===== src/rtl/fixed_point_pkg.sv =====
// Shared types and elaboration helpers for the fixed-point MAC.
// Optional saturation is selected with FIXED_POINT_MAC_SATURATE_EN.
package fixed_point_pkg;

    typedef enum logic [1:0] {
        ACCUM,
        DRAIN,
        OUT
    } mac_state_e;

    function automatic int unsigned acc_width(int unsigned width, int unsigned acc_guard);
        return 2 * width + acc_guard;
    endfunction

    // Rounding offset: half an LSB of the result
    function automatic int unsigned round_half(int unsigned frac_width);
        return 32'd1 << (frac_width - 1);
    endfunction

endpackage


===== src/rtl/mac_round_sat.sv =====
// Combinational round-half-up and rescale of the accumulator to the result format.
// With FIXED_POINT_MAC_SATURATE_EN defined the result is clamped and ovf_o reports it.
module mac_round_sat
    import fixed_point_pkg::*;
#(
    parameter int unsigned INTEGERWIDTH  = 4,
    parameter int unsigned FRACTIONWIDTH = 4,
    parameter int unsigned ACCW          = 20
) (
    input  logic [ACCW-1:0]                       acc_i,
    output logic [INTEGERWIDTH+FRACTIONWIDTH-1:0] result_o,
    output logic                                  ovf_o
);

    localparam int unsigned W  = INTEGERWIDTH + FRACTIONWIDTH;
    localparam int unsigned RW = ACCW + 1 - FRACTIONWIDTH;
    localparam logic [ACCW:0] Half = (ACCW + 1)'(round_half(FRACTIONWIDTH));

    logic [ACCW:0]        sum;
    logic signed [RW-1:0] r;
    logic                 unused_bits;

    // One extra bit so the rounding offset cannot wrap the largest accumulator
    assign sum = {acc_i[ACCW-1], acc_i} + Half;
    assign r   = $signed(sum[ACCW:FRACTIONWIDTH]);

`ifdef FIXED_POINT_MAC_SATURATE_EN
    localparam logic signed [RW-1:0] MaxR = RW'((64'd1 << (W - 1)) - 64'd1);
    localparam logic signed [RW-1:0] MinR = ~MaxR;

    always_comb begin
        result_o = r[W-1:0];
        ovf_o    = 1'b0;
        if (r > MaxR) begin
            result_o = MaxR[W-1:0];
            ovf_o    = 1'b1;
        end else if (r < MinR) begin
            result_o = MinR[W-1:0];
            ovf_o    = 1'b1;
        end
    end

    assign unused_bits = ^sum[FRACTIONWIDTH-1:0];
`else
    assign result_o    = r[W-1:0];
    assign ovf_o       = 1'b0;
    assign unused_bits = ^{sum[FRACTIONWIDTH-1:0], r[RW-1:W]};
`endif

endmodule


===== src/rtl/fixed_point_mac.sv =====
// Pipelined signed fixed-point multiply-accumulate, one rounded result per frame.
// Define FIXED_POINT_MAC_SATURATE_EN to clamp results instead of wrapping.
module fixed_point_mac
    import fixed_point_pkg::*;
#(
    parameter int unsigned WIDTH         = 8,
    parameter int unsigned INTEGERWIDTH  = 4,
    parameter int unsigned FRACTIONWIDTH = 4,
    parameter int unsigned ACC_LEN       = 4,
    parameter int unsigned ACC_GUARD     = 4
) (
    input  logic             clk,
    input  logic             rst_n,
    input  logic             in_valid,
    output logic             in_ready,
    input  logic [WIDTH-1:0] in_a,
    input  logic [WIDTH-1:0] in_b,
    input  logic             in_last,
    output logic             out_valid,
    input  logic             out_ready,
    output logic [WIDTH-1:0] out_result,
    output logic             out_ovf
);

    localparam int unsigned ACCW = acc_width(WIDTH, ACC_GUARD);
    localparam int unsigned PW   = 2 * WIDTH;
    localparam int unsigned CntW = (ACC_LEN > 1) ? $clog2(ACC_LEN) : 1;
    localparam logic [CntW-1:0] CntMax = CntW'(ACC_LEN - 1);

    mac_state_e       state_q, state_d;
    logic [CntW-1:0]  count_q, count_d;
    logic [PW-1:0]    prod_q, prod_d;
    logic             prod_valid_q, prod_valid_d;
    logic             p_last_q, p_last_d;
    logic [ACCW-1:0]  acc_q, acc_d;
    logic [WIDTH-1:0] result_q, result_d;
    logic             ovf_q, ovf_d;

    logic signed [PW-1:0] a_ext, b_ext;
    logic [ACCW-1:0]      acc_sum;
    logic [WIDTH-1:0]     rs_result;
    logic                 rs_ovf;
    logic                 in_fire, last_beat;

    assign a_ext   = $signed({{WIDTH{in_a[WIDTH-1]}}, in_a});
    assign b_ext   = $signed({{WIDTH{in_b[WIDTH-1]}}, in_b});
    assign acc_sum = acc_q + {{ACC_GUARD{prod_q[PW-1]}}, prod_q};

    // Rounding sees the accumulator including the product still in flight
    mac_round_sat #(
        .INTEGERWIDTH (INTEGERWIDTH),
        .FRACTIONWIDTH(FRACTIONWIDTH),
        .ACCW         (ACCW)
    ) u_round (
        .acc_i   (acc_sum),
        .result_o(rs_result),
        .ovf_o   (rs_ovf)
    );

    always_comb begin
        state_d      = state_q;
        count_d      = count_q;
        prod_d       = prod_q;
        prod_valid_d = 1'b0;
        p_last_d     = p_last_q;
        acc_d        = acc_q;
        result_d     = result_q;
        ovf_d        = ovf_q;

        in_ready  = (state_q == ACCUM);
        out_valid = (state_q == OUT);
        in_fire   = in_valid && in_ready;
        last_beat = in_last || (count_q == CntMax);

        if (prod_valid_q) begin
            acc_d = acc_sum;
        end

        if (in_fire) begin
            prod_d       = PW'(a_ext * b_ext);
            prod_valid_d = 1'b1;
            p_last_d     = last_beat;
            count_d      = last_beat ? '0 : count_q + 1'b1;
        end

        unique case (state_q)
            ACCUM: begin
                if (in_fire && last_beat) begin
                    state_d = DRAIN;
                end
            end
            DRAIN: begin
                if (prod_valid_q && p_last_q) begin
                    result_d = rs_result;
                    ovf_d    = rs_ovf;
                    state_d  = OUT;
                end
            end
            OUT: begin
                if (out_ready) begin
                    acc_d   = '0;
                    count_d = '0;
                    state_d = ACCUM;
                end
            end
            default: state_d = ACCUM;
        endcase
    end

    always_ff @(posedge clk or negedge rst_n) begin
        if (!rst_n) begin
            state_q      <= ACCUM;
            count_q      <= '0;
            prod_q       <= '0;
            prod_valid_q <= 1'b0;
            p_last_q     <= 1'b0;
            acc_q        <= '0;
            result_q     <= '0;
            ovf_q        <= 1'b0;
        end else begin
            state_q      <= state_d;
            count_q      <= count_d;
            prod_q       <= prod_d;
            prod_valid_q <= prod_valid_d;
            p_last_q     <= p_last_d;
            acc_q        <= acc_d;
            result_q     <= result_d;
            ovf_q        <= ovf_d;
        end
    end

    assign out_result = result_q;
    assign out_ovf    = ovf_q;

endmodule

===== config.mk =====
export PLATFORM = sky130hd
export DESIGN_NAME = fixed_point_mac
export DESIGN_NICKNAME = d
export VERILOG_FILES = /design/src/rtl/fixed_point_pkg.sv /design/src/rtl/mac_round_sat.sv /design/src/rtl/fixed_point_mac.sv
export SDC_FILE = /design/constraint.sdc
export NUM_CORES = 1
export LEC_CHECK = 0
export CAP_MARGIN = 20
export CORE_MARGIN = 8
export CORE_UTILIZATION = 25
export CTS_BUF_LIST = sky130_fd_sc_hd__clkbuf_16
export CTS_CLUSTER_DIAMETER = 50
export DETAILED_ROUTE_END_ITERATION = 6
export PLACE_DENSITY = 0.43
export SYNTH_ARGS = -nofsm -noshare
export SYNTH_HDL_FRONTEND = slang
export SYNTH_SLANG_ARGS = --single-unit

===== constraint.sdc =====
create_clock -name clk -period 3.4 [get_ports clk]
set_input_delay 0.68 -clock clk [delete_from_list [all_inputs] [get_ports clk]]
set_output_delay 0.68 -clock clk [all_outputs]
set_load 0.005 [all_outputs]

[Yosys cells after proc, flatten, opt, wreduce, memory -nomap -nowiden]
Cells that the tools add are included.
Word-level totals
  bits in registers: 50
  bits of input ports: 21
  output and inout port bits: 11
  logic and storage cells: 36
Cells by class
  add/sub/neg operators: 3
  multipliers: 1
  equality and inequality tests: 6
  multiplexer cells: 12
  reductions and logical operators: 7
Operators by type and width (count)
  20-bit 2-to-1 mux: 3
  20-bit adder: 1
  8-bit by 8-bit multiplier with 16-bit output: 1
  2-bit 2-to-1 mux: 7
  12-bit by 5-bit adder with 12-bit output, second input constant: 1
  2-bit case mux with 3 select lines: 1
  2-bit equality test, second input constant: 2
  2-bit by 1-bit != test with 1-bit output, second input constant: 2
  1-bit logical AND: 3
  3-bit AND reduction: 1
  2-bit by 1-bit adder with 2-bit output, second input constant: 1
  2-bit by 1-bit equality test with 1-bit output, second input constant: 1
  2-bit logical NOT: 1
  2-bit != test, second input constant: 1
  2-bit AND reduction: 1
  1-bit logical OR: 1
  1-bit 2-to-1 mux: 1

[Depth between registers and ports, before layout]
  word-level depth: 6
  depth in mapped cells: 20
  mapped depth without buffers: 19

[Cells and area by module]
From an unflattened synthesis, not the netlist that was laid out.
Unflattened totals
  cells, all modules: 609
  area, all modules: 5630.4 µm²
By module, submodules not included
  fixed_point_mac: instances 1, cells an instance 589, area an instance 5490.3 µm², seq. area each 1276.2 µm²
  mac_round_sat: instances 1, cells an instance 20, area an instance 140.1 µm², seq. area each 0.0 µm²

[Worst setup path before layout]
Ideal clock, no wire load.
  path type: in2reg
  from: input port in_b[4]
  to: register prod_q[11]
  setup time: 135 ps
  arrival: 4327 ps
  data required time: 3265 ps
  slack: -1061 ps
  stages on the path: 16
  path buffers: 1
  cells stage by stage: clkbuf_1 -> and2_1 -> fa_1 -> inv_1 -> fa_1 -> inv_1 -> fa_1 -> inv_1 -> fa_1 -> inv_1 -> ha_1 -> nor2b_1 -> o21a_1 -> o41a_1 -> xnor2_1 -> o21ai_0
Between the ends
  cells in the longest elaborated chain, start to end: 1
Ends and longest elaborated chain
  start: declaration: line fixed_point_mac.sv:17  | input logic [WIDTH-1:0] in_b,
  8-bit by 8-bit multiplier with 16-bit output: line fixed_point_mac.sv:80  | prod_d = PW'(a_ext * b_ext);
  end signal: assignment: line fixed_point_mac.sv:123  | prod_q <= prod_d;
  end: declaration: line fixed_point_mac.sv:32  | logic [PW-1:0] prod_q, prod_d;
No other way between the ends.
A chain may end at the register's enable or synchronous reset.

[Worst setup path in the final report]
  from: input port in_a[3]
  to: register prod_q[11]
Between the ends
  cells in the longest elaborated chain, start to end: 1
Ends and longest elaborated chain
  start: declaration: line fixed_point_mac.sv:16  | input logic [WIDTH-1:0] in_a,
  8-bit by 8-bit multiplier with 16-bit output: line fixed_point_mac.sv:80
No other way between the ends.

==> summary.md <==
| Metric | Value |
|---|---|
| Most frequent cells in the layout | `inv_1 (53), nand2_1 (50), buf_4 (47)` |
| Largest family of logic cells by synthesized area | `adder cells` |
| # setup viols final | `6` |
| Core area | `15800 um2` |
| Final Hold Vio Count | `0` |
| Crit path largest cell delay | `0.54 ns` |
| Status | `finished with violations` |
| Worst EP required | `3.57 ns` |
| CTS tree | `yes` |
| Mux cell area share after synthesis | `0.0254` |
| Overall Power | `4.47 mW` |
| Critical-path top delay cell | `fa_1` |
| Critical path, cell by cell | `buf_8, and2_4, fa_1, inv_1, fa_1, inv_2, fa_1, inv_2, fa_1, inv_2, ha_4, nor2b_4, o21a_1, o41a_1, xnor2_1, o21ai_1` |
| Max VDD drop | `0.331 mV` |
| First-pass GRT wire length | `15.3 mm` |
| Worst slew margin | `0.405` |
| Most common cell after layout, fill and taps aside | `inv_1` |
| Worst reg2reg path depth | `10` |
| GRT Total Usage | `0.0929` |
| Crit path DAT | `4.26 ns` |
| Die Span X | `142 um` |
| Share of layout cells above drive strength 1 | `0.230` |
| Synth Area in Simple Gates | `0.190` |
| Critical Path End Type | `flip-flop` |
| Setup TNS | `-2.55 ns` |
| Routed len/inst | `12.1 um` |
| Placed Instances | `709` |
| Row count | `46` |
| # DRC | `0` |
| Syn avg cell area | `9.28 um2` |
| Crit start category | `primary input` |
| Compound-gate portion of the synthesized area | `0.0955` |
| Hold crit path type | `flip-flop to flip-flop` |
| Clk buf depth | `2` |
| Routed Antenna Nets | `0` |
| Min-Delay Endpoint | `out_result[4]` |
| Worst setup margin | `-0.689 ns` |
| CP bufs+invs | `5` |
| CP max FO | `3` |
| F_max | `245 MHz` |
| Distinct cell type count after synthesis | `51` |
| Post-synthesis adder-cell area fraction | `0.306` |
| Share of the yosys chip area belonging to registers | `0.238` |
| RSZ-0062 raised after global routing | `true` |
| CTS sink count | `38` |
| Initial Util | `0.253` |
| Final core occ | `0.326` |
| Gpl congestion | `0.840` |
| Hold path depth | `2` |
| Final net count | `600` |
| Largest net degree at the start of global routing | `39` |
| FF-to-FF End | `out_result[7]` |
| Synth async-reset ratio | `1.00` |
| Die Ht | `142 um` |
| CTS Hold Bufs | `0` |
| DRT Wirelength | `8.73 mm` |
| Total CTS buffers | `5` |
| Mapped cell area | `4000 um2` |
| XOR/XNOR Fraction of Synth Area | `0.0739` |
| Fin area | `5140 um2` |
| Detailed placement HPWL | `7.25 mm` |
| Pleak | `2.40 nW` |
| DRT Pass-1 Iters | `6` |
| Antenna diodes | `0` |
| Final slew viol count | `0` |
| Vias in the first global route | `3227` |
| Worst-path clk slew | `0.06 ns` |
| Synth Register Bits | `38` |
| Max-cap violations | `0` |
| Via count | `2979` |
| Hold_sp | `out_result[4]` |
| Failing checks | `setup timing` |
| Max Clock Skew | `0.00289 ns` |
| CP Class | `primary input to flip-flop` |
| Final period util | `1.20` |
| DR iter-0 viols | `85` |
| Layout Cells excl Fill | `721` |
| Area Growth Syn to Fin | `28.5%` |
| Worst-Margin Slew | `0.892 ns` |
| Htree depth | `2` |
| Io pins | `32` |
| PortBufs | `30` |
| Vias per cell | `4.13` |
| Synth Instances | `431` |
| Yosys Warn Count | `0` |
| Clock latency on the worst-skew pair | `0.28 ns` |
| Reg2reg start | `prod_q[0]` |
| Die ar. | `20300 um2` |
| Number of enable flip-flop cells after synthesis | `0` |
| Initial antenna violation count | `0` |
| Cell Area, Placed | `4870 um2` |
| Slack of the worst reg-to-reg path | `0.41 ns` |
| Fill cell total of the finished layout | `1685` |
| Total global routing overflow | `0` |
| Worst path most repeated cell | `fa_1` |
| Net count after synthesis | `527` |
| Top cell family by delay on the critical path | `adder cells` |
| P per Cell Area | `869 nW/um2` |
| CTS Root Cell | `clkbuf_16` |
| Prevailing post-synth register cell | `dfrtp_1` |
| Tmin final | `4.09 ns` |
[repair_timing]
item / 4_1_cts / 5_1_grt
resized for setup: 107 / 16
pin swaps: 22 / 11
endpoints found under the setup margin: 8 / 7
buffers inserted: 4 / 0
[worst register-to-register path: cells and delay by family, from the launching register on]
kind,cells,cell delay [ns]
AO/OA/AOI/OAI,3,0.78
adder cells (fa/ha/maj),3,0.91
flip-flops,1,0.38
AND/OR/NAND/NOR,4,0.81
[area by class of cell]
cell class | instances | area [um2] | share of cell area
Clock inverter | 3 | 16.3 | 0.00317
Multi-Input combinational cell | 321 | 2900 | 0.565
Tap cell | 216 | 270 | 0.0526
Sequential cell | 38 | 951 | 0.185
Clock buffer | 5 | 125 | 0.0244
Inverter | 62 | 233 | 0.0453
Timing Repair Buffer | 76 | 638 | 0.124
[registers in the layout (all words and copies together), names as in the netlist]
| signal | count |
|---|---|
| acc_q | 12 |
| prod_q | 12 |
| out_result | 8 |
| count_q | 2 |
| state_q | 2 |
| p_last_q | 1 |
| prod_valid_q | 1 |
[synth_stat cells (all sizes together) (2+ instances only)]
cell type	n	area, um2
inv	61	229
nand2	51	191
dfrtp	38	951
fa	38	761
ha	37	463
and2	35	219
nor2	27	101
xnor2	23	216
o21ai	20	100
a21oi	11	55.1
mux2i	9	90.1
xor2	9	78.8
clkbuf	8	30.0
a211oi	7	57.6
a21o	6	46.3
nand2b	6	37.5
nor2b	5	31.3
nor3	4	20.0
and3	3	18.8
nor4	3	18.8
a311oi	2	23.8
buf	2	18.8
nand3	2	10.0
nand4b	2	17.5
nor3b	2	15.0
o311ai	2	42.6
or2b	2	17.5
or4b	2	23.8
[stage by stage]
stage	hold slack, ns	worst slack, ns
after global routing	0.513	-0.839
after global placement	0.461	-1.50
after CTS	0.483	-0.696
final	0.475	-0.689
after detailed placement	0.466	-1.54
after floorplan	0.384	-0.874
[logic make-up after synthesis]
family                     after synthesis
AOI/OAI and AO/OA                       54
xor gates and xnor gates                32
adders and majority gates               75
buffers and inverters                   72
DFF                                     38
muxes                                   10
other                                    1
and+or+nand+nor                        149
[worst max-delay path by stage]
stage                       start    endpoint  slack [ns]  cells past startpoint
after CTS                 in_a[3]  prod_q[11]       -0.70                     16
after floorplan           in_b[4]  prod_q[11]       -0.87                     16
after detailed placement  in_b[3]  prod_q[11]       -1.54                     18
after global placement    in_b[3]  prod_q[11]       -1.50                     16
after global routing      in_a[3]  prod_q[11]       -0.84                     16
final                     in_a[3]  prod_q[11]       -0.69                     16
[power breakdown]
group | switching (mW) | internal (mW) | leakage (nW)
Clock | 0.185 | 0.268 | 0.0672
Combinational | 1.61 | 1.59 | 1.87
Sequential | 0.133 | 0.679 | 0.465
Total | 1.93 | 2.54 | 2.40
[layer usage]
metal / track usage / vias to the layer above / share of wire
met4: 0.0235 / 0 / 0.011
met5: 0 / - / 0
li1: - / 1531 / -
met1: 0.118 / 1406 / 0.48
met2: 0.158 / 35 / 0.47
met3: 0.0168 / 7 / 0.034
No activity file was read; power rests on OpenSTA's default activity.
